File: src/rtl/lc3b_types.sv
// ============================================================================
// Module      : lc3b_types (package)
// Description : Shared LC-3b memory-system types and L2 arbiter state encoding.
// Revision    : 1.0 - initial release
// ============================================================================
`default_nettype none

package lc3b_types;

   typedef logic [15:0]  lc3b_word;
   typedef logic [127:0] lc3b_L1_line;

   typedef enum logic [1:0] {
      IDLE    = 2'd0,
      SERVE_I = 2'd1,
      SERVE_D = 2'd2,
      RELEASE = 2'd3
   } arb_state_t;

   localparam logic c_GRANT_ICACHE = 1'b0;
   localparam logic c_GRANT_DCACHE = 1'b1;

   // Fair tie-break: on a collision the dcache wins only if icache was served last.
   function automatic logic arb_dcache_wins(input logic d_req,
                                            input logic i_req,
                                            input logic last_grant);
      return d_req && (!i_req || (last_grant == c_GRANT_ICACHE));
   endfunction

endpackage

`default_nettype wire

File: src/rtl/l2_arbiter.sv
// ============================================================================
// Module      : l2_arbiter
// Description : Serialises icache/dcache line transactions onto one L2 port.
//               Optional fair arbitration: define ARB_ROUND_ROBIN_EN.
// Revision    : 1.0 - initial release
// ============================================================================
`default_nettype none

module l2_arbiter
   import lc3b_types::*;
(
   input  logic        clk,
   input  logic        reset,

   input  logic        icache_L2_read,
   input  lc3b_word    icache_L2_address,
   output lc3b_L1_line icache_L2_rdata,
   output logic        icache_L2_resp,

   input  logic        dcache_L2_read,
   input  logic        dcache_L2_write,
   input  lc3b_word    dcache_L2_address,
   input  lc3b_L1_line dcache_L2_wdata,
   output lc3b_L1_line dcache_L2_rdata,
   output logic        dcache_L2_resp,

   output logic        L2_read,
   output logic        L2_write,
   output lc3b_word    L2_address,
   output lc3b_L1_line L2_wdata,
   input  lc3b_L1_line L2_rdata,
   input  logic        L2_resp
);

   arb_state_t r_state;
   logic       w_i_req;
   logic       w_d_req;
   logic       w_d_wins;

   assign w_i_req = icache_L2_read;
   assign w_d_req = dcache_L2_read | dcache_L2_write;

`ifdef ARB_ROUND_ROBIN_EN
   logic r_last_grant;

   assign w_d_wins = arb_dcache_wins(w_d_req, w_i_req, r_last_grant);

   always_ff @(posedge clk) begin
      if (reset) begin
         r_last_grant <= c_GRANT_ICACHE;
      end else if (L2_resp && (r_state == SERVE_I)) begin
         r_last_grant <= c_GRANT_ICACHE;
      end else if (L2_resp && (r_state == SERVE_D)) begin
         r_last_grant <= c_GRANT_DCACHE;
      end
   end
`else
   assign w_d_wins = w_d_req;
`endif

   // The grant is only ever re-decided from IDLE, so it is stable until L2_resp.
   always_ff @(posedge clk) begin
      if (reset) begin
         r_state <= IDLE;
      end else begin
         case (r_state)
            IDLE: begin
               if (w_d_wins) begin
                  r_state <= SERVE_D;
               end else if (w_i_req) begin
                  r_state <= SERVE_I;
               end
            end
            SERVE_I: begin
               if (L2_resp) begin
                  r_state <= RELEASE;
               end
            end
            SERVE_D: begin
               if (L2_resp) begin
                  r_state <= RELEASE;
               end
            end
            RELEASE: r_state <= IDLE;
            default: r_state <= IDLE;
         endcase
      end
   end

   assign icache_L2_rdata = L2_rdata;
   assign dcache_L2_rdata = L2_rdata;

   always_comb begin
      L2_read        = 1'b0;
      L2_write       = 1'b0;
      L2_address     = '0;
      L2_wdata       = '0;
      icache_L2_resp = 1'b0;
      dcache_L2_resp = 1'b0;
      case (r_state)
         SERVE_I: begin
            L2_read        = 1'b1;
            L2_address     = icache_L2_address;
            icache_L2_resp = L2_resp;
         end
         SERVE_D: begin
            // A simultaneous read+write strobe forwards only the write-back.
            L2_read        = dcache_L2_read & ~dcache_L2_write;
            L2_write       = dcache_L2_write;
            L2_address     = dcache_L2_address;
            L2_wdata       = dcache_L2_wdata;
            dcache_L2_resp = L2_resp;
         end
         default: begin
         end
      endcase
   end

endmodule

`default_nettype wire

File: config.mk
export PLATFORM = sky130hd
export DESIGN_NAME = l2_arbiter
export DESIGN_NICKNAME = d
export VERILOG_FILES = /design/src/rtl/lc3b_types.sv /design/src/rtl/l2_arbiter.sv
export SDC_FILE = /design/constraint.sdc
export NUM_CORES = 1
export LEC_CHECK = 0
export CAP_MARGIN = 15
export CORE_AREA = 2 2 271 273
export CTS_BUF_LIST = sky130_fd_sc_hd__clkbuf_8 sky130_fd_sc_hd__clkbuf_16
export CTS_CLUSTER_DIAMETER = 40
export CTS_CLUSTER_SIZE = 16
export DETAILED_ROUTE_END_ITERATION = 10
export DIE_AREA = 0 0 273 275
export PLACE_DENSITY_LB_ADDON = 0.08
export SYNTH_ARGS = -nofsm -noshare
export SYNTH_HDL_FRONTEND = slang
export SYNTH_SLANG_ARGS = --single-unit
File: constraint.sdc
create_clock -name clk -period 3.9 [get_ports clk]
set_input_delay 0.78 -clock clk [delete_from_list [all_inputs] [get_ports clk]]
set_output_delay 0.78 -clock clk [all_outputs]
set_load 0.01 [all_outputs]
# Word-level counts from Yosys, hierarchy flattened
# Cells that the tools add are included.
totals:
  in_bits: 294
  ff_bits: 2
  out_inout_bits: 404
op_classes:
  bitwise_logic: 3
  muxes: 10
  eq_ne: 5
  n_reduce_logical: 3
op_table:
  columns: ["cell", "count"]
  rows:
  - ["128-bit two-way mux", 1]
  - ["16-bit case mux with 2 select lines", 1]
  - ["2-bit two-way mux", 3]
  - ["2-bit case mux with 3 select lines", 1]
  - ["2-bit == test, second input constant", 2]
  - ["1-bit two-way mux", 3]
  - ["3-bit inequality test, second input constant", 1]
  - ["2-bit by 1-bit == test with 1-bit output, second input constant", 1]
  - ["2-bit zero test", 1]
  - ["2-bit by 1-bit inequality test with 1-bit output, second input constant", 1]
  - ["1-bit case mux with 2 select lines", 1]
  - ["2-bit AND reduction", 1]
  - ["2-bit OR reduction", 1]
  - ["1-bit AND", 1]
  - ["1-bit NOT", 1]
  - ["1-bit bitwise OR", 1]

# Logic depth before layout (Yosys ltp)
depth:
  ltp_word: 4
  ltp_mapped: 6

# Worst setup path before layout
# No wires, ideal clock.
synth_timing:
  path_kind: "register to output"
  startpoint: "register r_state[1]"
  endpoint: "output port L2_address[10]"
  t_arrival_ns: 1.285
  path_buffers: 2
  t_required_ns: 3.120
  path_stages_with_launch: 6
  slack_ns: 1.835
  cell_sequence: "dfxtp_1 -> inv_1 -> ha_1 -> clkbuf_2 -> clkbuf_1 -> nor2b_1"
synth_between:
  elab_chain_cells: 2
  elab_cells_between_ends: 3
  classes_between: "2 x eq/ne; 1 x mux"
synth_rtl:
  columns: ["element", "line", "rtl"]
  rows:
  - ["start: declaration", "l2_arbiter.sv:35", "arb_state_t r_state;"]
  - ["start signal: assignment", "l2_arbiter.sv:64", "r_state <= IDLE;"]
  - ["start signal: assignment", "l2_arbiter.sv:69", "r_state <= SERVE_D;"]
  - ["start signal: assignment", "l2_arbiter.sv:71", "r_state <= SERVE_I;"]
  - ["2-bit == test / 2-bit by 1-bit == test with 1-bit output (equally long branches)", "l2_arbiter.sv:100", "case (r_state)"]
  - ["16-bit case mux with 2 select lines (*)", "l2_arbiter.sv:100", null]
  - ["end: declaration", "l2_arbiter.sv:29", "output lc3b_word L2_address,"]
# Mark *: on every way between the ends. The rest lies on a longest branch, timed or not.

# Worst setup path after layout
layout_timing:
  startpoint: "register r_state[1]"
  endpoint: "output port L2_address[0]"
# The elaborated chain is that of the path after synthesis.

==> summary.txt <==
crit path time final - 3.07 ns
largest net degree at the start of global routing - 70
Syn. warnings - 0
Syn Nets - 760
fin nets - 807
dominant cell type by area after synthesis - buf_4
Hold Crit Class - register to register
post-detail-place hpwl - 15200 um
Final Hold Violating Endpoints - 0
Top reg by flops - r_state
Max Cap Violations - 0
Bufs and invs on worst path - 2
CP max-delay cell - ha_1
worst skew pair latency - 0.22 ns
crit end category - output pin
die area - 0.0751 mm^2
Cell Area, Synth - 0.00325 mm^2
buffer levels on the longest clock path - 2
Final setup viols - 0
Crit path required time - 3.12 ns
Area Overhead vs Synth - 76.0%
post-route DRC violation count - 0
Worst-path clk slew - 0.03 ns
Clock power frac - 7.2%
IO Port Bufs - 313
P_sw - 0.878 mW
top-area cell type share of the netlist area - 59.1%
top flop regs - r_state (2)
Final Max Slew Viols - 0
Synth area leaders - buf_4 (59%), and2_1 (25%), a22oi_1 (3.7%)
commonest non-fill, non-tap cell in the layout - clkdlybuf4s50_1
worst-path maximum fanout - 20
most frequent cells in the layout - clkdlybuf4s50_1 (313), and2_1 (130), nor2b_1 (17), a22oi_1 (16)
Vias/cell - 1.95
CP arrival - 2.29 ns
share of cells above drive strength 1 - 2.57%
Setup CP Type - register to output pin
ordered cell list for the critical path - inv_1, ha_1, nor2b_1, clkdlybuf4s50_1
chip height - 275 um
clk root buf - clkbuf_16
TritonCTS clock tree - built
Routed WL per cell - 12.0 um
initial DRC count - 52
Starting Density - 4.50%
first-pass GRT wire length - 22800 um
TritonCTS buffer count - 3
via count - 2864
global route overflow - 0
R2R setup slack - 1.95 ns
switching share of power - 41.4%
hold buffer count at cts - 0
leakage power of the design - 1.75 nW
Comb pwr share - 90.9%
Yosys cell types - 20
antenna violations before repair - 0
vias in the first global route - 3063
Placed Area - 0.00564 mm^2
synthesized netlist cell count - 461
Tcrit/Tclk final - 78.7%
power density over cell area - 371 mW/mm^2
worst slew pin tran - 0.655 ns
DRT antenna net count - 0
status - completed
Fin Clk Skew - 0.0000751 ns
unrepaired setup endpoints after global routing - false
Detailed Route WL - 17600 um
relative max-transition margin - 56.3%
Max IR drop VDD - 0.237 mV
router iterations before antenna repair - 3
P_int - 1.24 mW
number of setup buffers added after CTS - 0
setup TNS - 0 ns
syn_area_per_cell - 7.06 um^2
cell family with most CP delay - adder cells
RD Place Congestion - 0.627
sequential area share after synthesis - 1.23%
Min Hold Slack - 0.568 ns
num rows - 99
cts repair resizes - 0
Largest stage delay, worst path - 0.70 ns
CP Launch Type - register
max reg flops - 2
Filler cells - 8511
Max Fclk - 0.326 GHz
core area - 0.0723 mm^2
Ports - 698
sequential power share - 1.9%
Die W - 273 um
Final Cell Area - 0.00572 mm^2
CTS sink cnt - 2
# H-tree levels - 1
GR Util All Layers - 4.16%
Seq cells post-synth - 2
worst paths after layout:
| check | start | cells after the start | endpoint |
|---|---|---|---|
| worst max-delay path | r_state[1]$_SDFFE_PP0P_ | 4 | L2_address[0] |
| worst min-delay path | r_state[1]$_SDFFE_PP0P_ | 2 | r_state[1]$_SDFFE_PP0P_ |
| worst max register to register | r_state[1]$_SDFFE_PP0P_ | 5 | r_state[0]$_SDFFE_PP0P_ |
| worst min register to register | r_state[1]$_SDFFE_PP0P_ | 2 | r_state[1]$_SDFFE_PP0P_ |
power by group through the flow:
stage	combinational, mW	sequential, mW	clock (mW)
final	1.93	0.0394	0.153
after global routing	2.12	0.0408	0.158
after CTS	2.01	0.0394	0.155
after detailed placement	2.00	0.0397	0
after global placement	2.08	0.0396	0
after floorplan	1.07	0.0360	0
worst min-delay path: stages (launching register included):
cell and delay (ns):
dfxtp_1 0.35, o21ai_0 0.09, a21oi_1 0.07
stage by stage:
| step | instances | setup WS [ns] | power (mW) | utilization (%) |
|---|---|---|---|---|
| 6_report | 1467 | 0.832 | 2.12 | 7.91 |
| 5_1_grt | 1465 | 0.592 | 2.32 | 7.91 |
| 4_1_cts | 1465 | 0.687 | 2.21 | 7.91 |
| 3_5_place_dp | 1462 | 0.909 | 2.04 | 7.80 |
| 3_3_place_gp | 1462 | 0.856 | 2.12 | 7.80 |
| 2_1_floorplan | 461 | 1.83 | 1.11 | - |
cell families after synthesis:
family          after synthesis  synth area share (%)
buf+inv                     279                  62.0
simple gates                152                  29.5
compound gates               22                  5.04
fa+ha+maj                     5                  1.92
flops                         2                  1.23
mux                           1                 0.346
layout make-up:
cell class	instances	area, um^2	share of cell area [%]
timing repair buffer	318	3180	55.6
antenna	2	5.00	0.0874
clock buffer	3	75.1	1.31
inverter	3	11.3	0.197
sequential	2	40.0	0.699
tap	959	1200	21.0
multi-input combinational	180	1210	21.1
Yosys cell counts:
library cell  count
nor4b_2           1
o21a_1            1
a2111o_1          1
o21ai_0           2
ha_1              5
o311a_1           1
and2_1          130
mux2_2            1
and2_2            1
buf_2             5
a22oi_1          16
clkbuf_2          1
nor2b_1          17
dfxtp_1           2
inv_1             3
nor2_1            2
buf_4           256
and3b_2           1
clkbuf_1         14
a21oi_1           1
layer usage:
layer / global-route usage (%) / part of all wire (%) / up-vias
met5: 0 / 0 / -
met4: 2.65 / 6.2 / 0
met3: 3.16 / 19 / 81
met2: 7.15 / 47 / 374
met1: 3.32 / 28 / 1165
li1: - / - / 1244
No activity file was read; power rests on OpenSTA's default activity.
==> variant: new RTL, same settings <==
Encoding of `arb_state_t`: now one-hot (4 bits for 4 states).
--- a/src/rtl/lc3b_types.sv
+++ b/src/rtl/lc3b_types.sv
@@ -10,11 +10,11 @@
    typedef logic [15:0]  lc3b_word;
    typedef logic [127:0] lc3b_L1_line;
 
-   typedef enum logic [1:0] {
-      IDLE    = 2'd0,
-      SERVE_I = 2'd1,
-      SERVE_D = 2'd2,
-      RELEASE = 2'd3
+   typedef enum logic [3:0] {
+      IDLE    = 4'b0001,
+      SERVE_I = 4'b0010,
+      SERVE_D = 4'b0100,
+      RELEASE = 4'b1000
    } arb_state_t;
 
    localparam logic c_GRANT_ICACHE = 1'b0;
Function: same outputs for any inputs over 4 cycles, from zero or initial values and one cycle with reset high; so few cycles prove little.
==> variant against the unedited design <==
Worst setup slack got worse by 49 ps; area after synthesis down 0.77%; critical path depth unchanged; synthesized cell count shrank 2.6%; routed wire length decreased by 10%; fmax down 1.6%; clock skew rose by 1.2 ps; design area shrank 0.92%; first-iteration DRC count down 38%; sequential cell count is 2 higher; critical path type unchanged; critical endpoint is now L2_wdata[35].
Power is not compared: it rests on default switching activity, and its combinational part moved more than twofold at a synthesized area within 25%.
==> variant: results (changes against the unedited design) <==
stage,metric,value,unit,change
place,DP Worst Slack,917,ps,+8.68 ps
yosys,adder-cell share of the synthesized area,0,,-0.0192
yosys,Compound-Gate Fraction of Synth Area,0.0612,,+0.0109
clock_tree,Resized cells post-CTS,0,,unchanged
worst_setup_path,CP arrival,2340,ps,+50 ps
place,post-DP HPWL,13200,um,-13%
worst_setup_path,R2R cell count,3,,-2
outcome,status,finished clean,,
global_route,initial antenna violation count,1,,+1
worst_setup_path,R2R setup slack,2360,ps,+410 ps
yosys,post-synthesis sequential area ratio,0.0248,,+0.0125
drt,vias,2739,,-4.4%
hold_path,hold_sp,r_state[2],,
global_route,first-pass GRT wire length,20700,um,-9.0%
sta,clock skew,1.32,ps,+1.24 ps
yosys,proportion of synthesized area in mux cells,0,,-0.00346
place,gpl congestion,0.646,,+2.9%
yosys,Synth area leaders,"buf_4 (60%), and2_1 (25%), a22o_1 (4.3%)",,
layout,layout cells sized above 1,0.0183,,-0.00744
worst_setup_path,"Largest stage delay, worst path",570,ps,-130 ps
worst_setup_path,FF-to-FF Start,r_state[0],,
global_route,vias in the first global route,2877,,-6.1%
worst_setup_path,Critical R2R Capture,r_state[3],,
worst_setup_path,crit-path max FO,92,,+360%
yosys,Yosys cell types,26,,+30%
yosys,post-synthesis xor/xnor area fraction,0.00543,,+0.00543
worst_setup_path,slowest CP cell,clkdlybuf4s50_1,,
yosys,Post-Synthesis Net Count,743,,-2.2%
drt,Iter 0 DRT Violations,32,,-38%
sta,Worst Tran Pin Value,505,ps,-151 ps
power,P_leak,1.74,nW,
hold_path,Hold EP,r_state[2],,
layout,n_diodes,0,,-2
drt,final WL,15800,um,-10%
global_route,largest net degree at the start of global routing,93,,+33%
clock_tree,Post-CTS Repair Setup Buffers,0,,unchanged
yosys,synth cell count leaders,"buf_4 (256), and2_1 (131), a22o_1 (16), buf_2 (16), dfxtp_1 (4)",,
global_route,All-Layer GR Usage,0.0374,,-0.00423
clock_tree,TritonCTS Buffers,3,,unchanged
variant: cell count changes after synthesis, moves of 2 or more:
cell      change
nor2b_1      -17
buf_2        +11
dfxtp_1       +2
nand2_1       +2
clkbuf_1     -12
a22o_1       +16
xnor2_1       +2
ha_1          -5
a22oi_1      -16
variant: worst max-delay path, delay by kind of cell, from the launching register on:
family	cells	cell delay [ps]
simple gates	2	600
flops	1	510
buf+inv	2	860
variant: kinds of logic (layout without fill, tap and decap cells):
family / Yosys count / after routing
AOI/OAI and AO/OA: 24 / 24
buffers and inverters: 278 / 322
xor gates and xnor gates: 2 / 2
DFF: 4 / 4
and+or+nand+nor: 141 / 141
variant: how the worst max path moves through the flow:
stage	start	endpoint	slack, ps	cells after the start
2_1_floorplan	r_state[2]	L2_wdata[107]	1810	5
3_3_place_gp	L2_resp	dcache_L2_resp	910	3
3_5_place_dp	L2_resp	dcache_L2_resp	920	3
4_1_cts	r_state[2]	L2_wdata[96]	740	4
5_1_grt	r_state[2]	L2_wdata[17]	630	4
6_report	r_state[2]	L2_wdata[35]	780	4
variant: area by class of cell:
type / count / area [um2]
clock buffer: 3 / 75.1
tap: 959 / 1200
inverter: 3 / 11.3
sequential: 4 / 80.1
timing repair buffer: 316 / 3180
fill: 8494 / 66700
multi-input combinational: 167 / 1120
variant: stage by stage:
step                std cells  cell area [um2]  hold slack (ps)    util
finish                   1452             5670              641  0.0784
global route             1452             5670              685  0.0784
CTS                      1452             5670              649  0.0784
detailed placement       1449             5600              648  0.0774
global placement         1449             5600              648  0.0774
floorplan                 449             3230              558       -
variant: routing by layer:
metal | GRT usage | wire length, um | up-vias
li1 | - | - | 1216
met1 | 0.0349 | 5400 | 1063
met2 | 0.0530 | 6230 | 438
met3 | 0.0436 | 3910 | 20
met4 | 0.00892 | 246 | 2
met5 | 0 | 14 | -
variant: where the power goes:
| part | internal (mW) | switching [mW] | total (mW) |
|---|---|---|---|
| clock | 0.131 | 0.0278 | 0.159 |
| combinational | 0.382 | 0.215 | 0.597 |
| sequential | 0.0479 | 0.0186 | 0.0665 |
